--- config.mk ---
export PLATFORM = sky130hd
export DESIGN_NAME = pdm_decimator
export DESIGN_NICKNAME = d
export VERILOG_FILES = /design/src/rtl/pdm_decimator.sv
export SDC_FILE = /design/constraint.sdc
export NUM_CORES = 1
export LEC_CHECK = 0
export BUFFER_PORTS_ARGS = -buffer_cell sky130_fd_sc_hd__buf_2
export CORE_ASPECT_RATIO = 0.7
export CORE_MARGIN = 1.5
export CORE_UTILIZATION = 65
export CTS_BUF_LIST = sky130_fd_sc_hd__clkbuf_16
export DETAILED_ROUTE_END_ITERATION = 16
export PLACE_DENSITY = 0.93
export SYNTH_ARGS = -nofsm -noshare
export SYNTH_HDL_FRONTEND = slang
export SYNTH_SLANG_ARGS = --single-unit
--- constraint.sdc ---
create_clock -name clk -period 9.9 [get_ports clk]
set_input_delay 1.485 -clock clk [delete_from_list [all_inputs] [get_ports clk]]
set_output_delay 1.485 -clock clk [all_outputs]
set_load 0.01 [all_outputs]
--- src/rtl/pdm_decimator.sv ---
// PDM-to-PCM decimator: generated PDM bit clock, 2-flop input sync,
// 3rd-order CIC (R=64, M=1, 20-bit wrap) and 16-bit saturated output.
module pdm_decimator #(
    parameter int CLK_DIV = 36,
    parameter int DECIM   = 64
) (
    input  logic        clk,
    input  logic        rst_n,
    input  logic        en,
    input  logic        pdm_data,
    output logic        pdm_clk,
    output logic [15:0] sample,
    output logic        sample_valid
);

    localparam int DIV_W = $clog2(CLK_DIV);
    localparam int DEC_W = $clog2(DECIM);
    localparam int ACC_W = 20;

    function automatic logic signed [15:0] scale_sat(input logic signed [ACC_W-1:0] c);
        logic signed [16:0] s;
        s = c[ACC_W-1:3];
        if (s > 17'sd32767)
            return 16'sh7FFF;
        else if (s < -17'sd32768)
            return 16'sh8000;
        else
            return s[15:0];
    endfunction

    logic                     r_meta;
    logic                     r_sync;
    logic                     r_run;
    logic [DIV_W-1:0]         r_div_cnt;
    logic                     r_pdm_clk;
    logic [DEC_W-1:0]         r_dec_cnt;
    logic [1:0]               r_warm;
    logic signed [ACC_W-1:0]  r_int1;
    logic signed [ACC_W-1:0]  r_int2;
    logic signed [ACC_W-1:0]  r_int3;
    logic signed [ACC_W-1:0]  r_dly1;
    logic signed [ACC_W-1:0]  r_dly2;
    logic signed [ACC_W-1:0]  r_dly3;
    logic signed [ACC_W-1:0]  r_comb_p1;
    logic                     r_vld_p1;
    logic signed [15:0]       r_sample_p2;
    logic                     r_vld_p2;

    logic                     w_act;
    logic                     w_last;
    logic                     w_strobe;
    logic                     w_event;
    logic [DIV_W-1:0]         w_cnt_nxt;
    logic signed [ACC_W-1:0]  w_x;
    logic signed [ACC_W-1:0]  w_int1_nxt;
    logic signed [ACC_W-1:0]  w_int2_nxt;
    logic signed [ACC_W-1:0]  w_int3_nxt;
    logic signed [ACC_W-1:0]  w_c1;
    logic signed [ACC_W-1:0]  w_c2;
    logic signed [ACC_W-1:0]  w_c3;

    // r_run lags en by one edge so counting starts from a full 0 cycle after
    // en rises or reset releases; en low still clears everything immediately.
    assign w_act     = en & r_run;
    assign w_last    = (r_div_cnt == DIV_W'(CLK_DIV - 1));
    assign w_strobe  = w_act & w_last;
    assign w_event   = w_strobe & (r_dec_cnt == DEC_W'(DECIM - 1));
    assign w_cnt_nxt = (w_act && !w_last) ? r_div_cnt + 1'b1 : '0;

    assign w_x        = r_sync ? 20'sd1 : -20'sd1;
    assign w_int1_nxt = r_int1 + w_x;
    assign w_int2_nxt = r_int2 + r_int1;
    assign w_int3_nxt = r_int3 + r_int2;

    assign w_c1 = w_int3_nxt - r_dly1;
    assign w_c2 = w_c1 - r_dly2;
    assign w_c3 = w_c2 - r_dly3;

    always_ff @(posedge clk or negedge rst_n) begin
        if (!rst_n) begin
            r_meta      <= 1'b0;
            r_sync      <= 1'b0;
            r_run       <= 1'b0;
            r_div_cnt   <= '0;
            r_pdm_clk   <= 1'b0;
            r_dec_cnt   <= '0;
            r_warm      <= '0;
            r_int1      <= '0;
            r_int2      <= '0;
            r_int3      <= '0;
            r_dly1      <= '0;
            r_dly2      <= '0;
            r_dly3      <= '0;
            r_comb_p1   <= '0;
            r_vld_p1    <= 1'b0;
            r_sample_p2 <= '0;
            r_vld_p2    <= 1'b0;
        end else begin
            r_meta    <= pdm_data;
            r_sync    <= r_meta;
            r_run     <= en;
            r_div_cnt <= w_cnt_nxt;
            r_pdm_clk <= en && (w_cnt_nxt < DIV_W'(CLK_DIV / 2));
            if (!en) begin
                r_dec_cnt <= '0;
                r_warm    <= '0;
                r_int1    <= '0;
                r_int2    <= '0;
                r_int3    <= '0;
                r_dly1    <= '0;
                r_dly2    <= '0;
                r_dly3    <= '0;
                r_vld_p1  <= 1'b0;
                r_vld_p2  <= 1'b0;
            end else begin
                // stage p0 -> p1: integrate on bit strobe, comb on decimation event
                if (w_strobe) begin
                    r_int1    <= w_int1_nxt;
                    r_int2    <= w_int2_nxt;
                    r_int3    <= w_int3_nxt;
                    r_dec_cnt <= (r_dec_cnt == DEC_W'(DECIM - 1)) ? '0 : r_dec_cnt + 1'b1;
                end
                r_vld_p1 <= 1'b0;
                if (w_event) begin
                    r_dly1    <= w_int3_nxt;
                    r_dly2    <= w_c1;
                    r_dly3    <= w_c2;
                    r_comb_p1 <= w_c3;
                    if (r_warm == 2'd3)
                        r_vld_p1 <= 1'b1;
                    else
                        r_warm <= r_warm + 1'b1;
                end
                // stage p1 -> p2: scale and saturate into the held output
                r_vld_p2 <= r_vld_p1;
                if (r_vld_p1)
                    r_sample_p2 <= scale_sat(r_comb_p1);
            end
        end
    end

    assign pdm_clk      = r_pdm_clk;
    assign sample       = r_sample_p2;
    assign sample_valid = r_vld_p2;

endmodule

[After elaboration in Yosys (flattened, before gate mapping)]
Cells that the tools add are included.
Operators by class
  add/sub/neg operators: 9
  multipliers: 0
  divide/modulo/power cells: 0
  order comparisons: 3
  equality and inequality tests: 6
  shifts and indexed selects: 0
  mux-type cells: 26
  bitwise gates (word level): 3
  reduce and logical (&&, ||, !) cells: 6
Operator list (count)
  $mux 20: 13
  $add 20x20->20: 3
  $sub 20x20->20: 3
  $mux 16: 2
  $mux 6: 4
  $gt 17x16->1 const B: 1
  $lt 17x16->1 const B: 1
  $add 6x1->6 const B: 2
  $eq 6x6->1 const B: 2
  $lt 6x5->1 const B: 1
  $mux 2: 3
  $reduce_and 2->1: 3
  $mux 1: 4
  $ne 2x1->1 const B: 2
  $and 1x1->1: 3
  $add 2x1->2 const B: 1
  $eq 2x2->1 const B: 1
  $logic_and 1x1->1: 2
  $ne 2x2->1 const B: 1
  $logic_not 1->1: 1
Storage, ports and cells
  bits in registers: 176
  bits in latches: 0
  RAM bits: 0
  bits in read-only memories: 0
  output and inout port bits: 18
  word-level logic and storage cells: 70
  memories: 0

[Depth between registers and ports, before layout]
  depth in word-level cells: 6
  gate-level depth with buffers: 33
  depth with buffers taken out: 33

[Least setup slack after synthesis]
OpenSTA, ideal clock, no wires.
  path type: register to register
  from: register r_int2[0]
  to: register r_comb_p1[19]
  setup time: 0.133 ns
  arrival time: 5.951 ns
  data required time: 9.767 ns
  setup slack: 3.816 ns
  cell stages (with the launch flop): 33
  clock period less this slack: 6.084 ns
  cell sequence: dfrtp_1 ha_1 fa_1 a21o_1 a21oi_1 o21bai_1 a211oi_1 nor2_1 a21oi_1 xnor2_1 ha_1 nor2b_1 a31o_2 nor2_1 xnor2_1 ha_1 and3_1 nand2_1 o21ai_0 a21o_1 a21oi_1 xnor2_1 ha_1 nor2b_1 o21ai_0 nand2b_1 o21ai_0 o211ai_1 o31ai_1 o21bai_1 xnor2_1 xnor2_1 o21ai_0
Between the ends
  word-level cells in the longest chain between the ends: 4
RTL lines
  start, declared: line 39  | logic signed [ACC_W-1:0] r_int2;
  start signal, assigned: line 119  | r_int2 <= w_int2_nxt;
  $add 20x20->20: line 73  | assign w_int3_nxt = r_int3 + r_int2;
  $sub 20x20->20: line 75  | assign w_c1 = w_int3_nxt - r_dly1;
  $sub 20x20->20: line 76  | assign w_c2 = w_c1 - r_dly2;
  $sub 20x20->20: line 77  | assign w_c3 = w_c2 - r_dly3;
  end signal, assigned: line 128  | r_comb_p1 <= w_c3;
  end, declared: line 44  | logic signed [ACC_W-1:0] r_comb_p1;
No other way between the ends.
A chain may end at the register's enable or synchronous reset.

[Final worst setup path]
Ends and elaborated chain as after synthesis.

==> impl_metrics.py <==
metrics = {
    "logic_synthesis": {
        "synth_seq_cells": 173,
        "async_flop_share": 1.00,
        "synth.distinct_cells": 67,
        "syn_nets": 1471,
        "synth-edff-count": 0,
        "syn-cell-area_mm2": 0.0118,
        "synth.avg_cell_area_um2": 8.78,
        "ys_seq_area_frac": 0.366,
        "synthFlopType": "dfrtp_1",
        "yosys_warnings": 0,
        "netlist_instances": 1347,
    },
    "route": {
        "drt_iter0_drc": 920,
        "num_vias": 9860,
        "drt-total-wl_um": 27000,
        "met1_length_um": 12100,
        "routed_via_density": 6.20,
        "drc": 0,
        "highest_layer": "met4",
        "wl_per_cell_um": 17.0,
        "first_pass_iters": 6,
        "dr_wl_met2_um": 12600,
        "wl_met3_um": 1690,
        "ant_nets": 0,
    },
    "critical_path": {
        "cp.arrival_ns": 7.41,
        "slowest_stage": "fa_1",
        "critPathTopFamily": "compound AO/OA/AOI/OAI gates",
        "worst_path_most_repeated_cell": "xnor2_1",
        "endpoint": "r_comb_p1[19]",
        "endpoint_kind": "register",
        "critPathBufInv": 0,
        "reg2regPathDepth": 32,
        "path_max_fanout": 5,
        "crit_type": "register to register",
        "r2r-start": "r_int2[0]",
        "reg2reg_to": "r_comb_p1[19]",
        "critPathMaxStageDelay_ns": 0.41,
        "worstSetupStartpointType": "register",
        "critPathLaunch": "r_int2[0]",
        "cp.depth": 32,
        "cp.required_ns": 10.19,
        "r2r_slack_ns": 2.78,
    },
    "cts": {
        "clock_latency_ns": 0.45,
        "cts_sinks": 173,
        "h-tree-depth": 4,
        "hold_buffers": 0,
        "cts-root-buf": "clkbuf_16",
        "cts_resized": 0,
        "clockBufferDepth": 2,
        "cts_tree": "done",
        "cts_buffers": 17,
        "cts_setup_buffers": 0,
        "cts.reportedPaths.clkPinSlew_ns": 0.07,
    },
    "power_and_ir_drop": {
        "power_mw": 1.45,
        "p_leak_nw": 6.26,
        "p_per_area_mw_per_mm2": 114,
        "ir_worst_vdd_uv": 129,
    },
    "cells_and_area": {
        "area_growth_pct": 7.40,
        "postLayoutCellArea_mm2": 0.0127,
        "drive_gt1_frac": 0.0620,
        "layout.nets": 1465,
        "layout_common_cells": "173 x dfrtp_1, 168 x nand2_1, 115 x ha_1",
        "mostFrequentLayoutCell": "dfrtp_1",
    },
    "timing": {
        "relSlewSlack": 0.213,
        "setup_viol": 0,
        "timing.hold.ws_ns": 0.351,
        "timing.final.crit_share": 0.719,
        "fmax_mhz": 140,
        "finalMaxSlewViolations": 0,
        "rsz0062_at_grt": "no",
        "fin_crit_ns": 7.12,
        "worstMarginPinSlew_ns": 1.18,
        "hold_viol": 0,
        "finalSetupTns_ns": 0,
        "fin_worst_skew_ns": 0.0139,
    },
    "die": {
        "die_height_um": 116,
        "core_area_mm2": 0.0179,
        "ios": 22,
        "start_util": 0.661,
        "num_rows": 41,
        "die_x_um": 164,
        "die-area_mm2": 0.0190,
    },
    "placed_design": {
        "portBuffers": 21,
        "place_area_mm2": 0.0121,
        "dp.final_hpwl_um": 17500,
        "gp_congestion": 0.896,
    },
    "min_path": {
        "hp-class": "register to register",
        "hold_depth": 0,
    },
    "global_route": {
        "antenna_found_initial": 1,
        "grtUsageTotal": 0.293,
        "grt-ovfl-total": 0,
        "grt_max_degree": 108,
        "grt_first_pass_wirelength_um": 44800,
        "grt_pass1_vias": 9441,
    },
    "outcome": {
        "status": "finished clean",
    },
    "run": {
        "maxCapViolations": 0,
    },
}
-- synth_stat cells (6+ instances only) --
cell / n / share of area
xor2_1: 33 / 0.024
o21bai_1: 10 / 0.0063
clkbuf_1: 37 / 0.012
o21a_1: 19 / 0.012
o21ai_0: 101 / 0.043
a21boi_0: 20 / 0.013
nand3_1: 110 / 0.047
buf_1: 14 / 0.0044
nand2_1: 168 / 0.053
a31oi_1: 8 / 0.0042
and2_1: 8 / 0.0042
nor2b_1: 14 / 0.0074
ha_1: 115 / 0.12
inv_1: 99 / 0.031
o41ai_1: 6 / 0.0044
nor2_1: 66 / 0.021
o211ai_1: 9 / 0.0057
xnor2_1: 64 / 0.047
o31ai_1: 14 / 0.0089
a21o_1: 35 / 0.022
a21oi_1: 64 / 0.027
maj3_1: 15 / 0.013
a211oi_1: 7 / 0.0044
nand2b_1: 15 / 0.0079
nor3_1: 15 / 0.0063
and3_1: 20 / 0.011
mux2_2: 15 / 0.014
dfrtp_1: 173 / 0.37
-- power by group --
group / internal [mW] / total, mW / leakage (nW) / switching [mW]
Clock: 0.396 / 0.702 / 0.290 / 0.305
Sequential: 0.708 / 0.709 / 2.41 / 0.000890
Combinational: 0.00799 / 0.0389 / 3.56 / 0.0309
Total: 1.11 / 1.45 / 6.26 / 0.337
-- per-layer routing --
metal / global-route usage / vias up
li1: - / 4715
met1: 0.385 / 4699
met2: 0.485 / 378
met3: 0.0562 / 68
met4: 0.112 / 0
met5: 0 / -
-- layout make-up --
cell class | count | area [µm²]
Clock buffer | 17 | 425
Antenna cell | 1 | 2.50
Multi-Input combinational cell | 1022 | 6950
Fill cell | 1166 | 5200
Inverter | 100 | 375
Clock inverter | 15 | 170
Tap cell | 236 | 295
Timing Repair Buffer | 27 | 159
Sequential cell | 173 | 4330
-- worst register-to-register path: cells and delay by family (launching register included) --
kind / cells / cell delay, ns
xor+xnor: 5 / 0.81
flops: 1 / 0.40
fa+ha+maj: 5 / 1.68
simple gates: 7 / 0.96
compound gates: 15 / 3.09
-- cell families (layout without fill, tap and decap cells) --
logic type / count (synthesis) / count (layout) / share of synthesized area
and+or+nand+nor: 444 / 444 / 0.175
adders and majority gates: 135 / 135 / 0.143
other: 0 / 1 / 0
DFF: 173 / 173 / 0.366
xor gates and xnor gates: 98 / 98 / 0.0737
AOI/OAI and AO/OA: 327 / 327 / 0.177
buffers and inverters: 152 / 159 / 0.0483
muxes: 18 / 18 / 0.0168
-- metrics by stage --
step | std cells | setup WS (ns) | util
finish | 1591 | 2.78 | 0.710
global route | 1591 | 2.28 | 0.710
CTS | 1590 | 2.91 | 0.710
detailed placement | 1558 | 3.11 | 0.676
global placement | 1558 | 3.33 | 0.676
floorplan | 1347 | 3.82 | -
-- state kept, by name, summed over array words and instances, names as in the netlist, 2 cells and up --
signal     cells
r_comb_p1     17
r_dec_cnt      6
r_int3        20
r_div_cnt      6
sample        16
r_dly2        20
r_int2        20
r_int1        20
r_dly3        20
r_warm         2
r_dly1        20
-- worst min path at each step --
stage,startpoint,to
after floorplan,r_meta,r_sync
after detailed placement,r_meta,r_sync
final,r_meta,r_sync
after CTS,r_meta,r_sync
after global routing,r_meta,r_sync
after global placement,r_meta,r_sync
(Power assumes the default switching activity.)
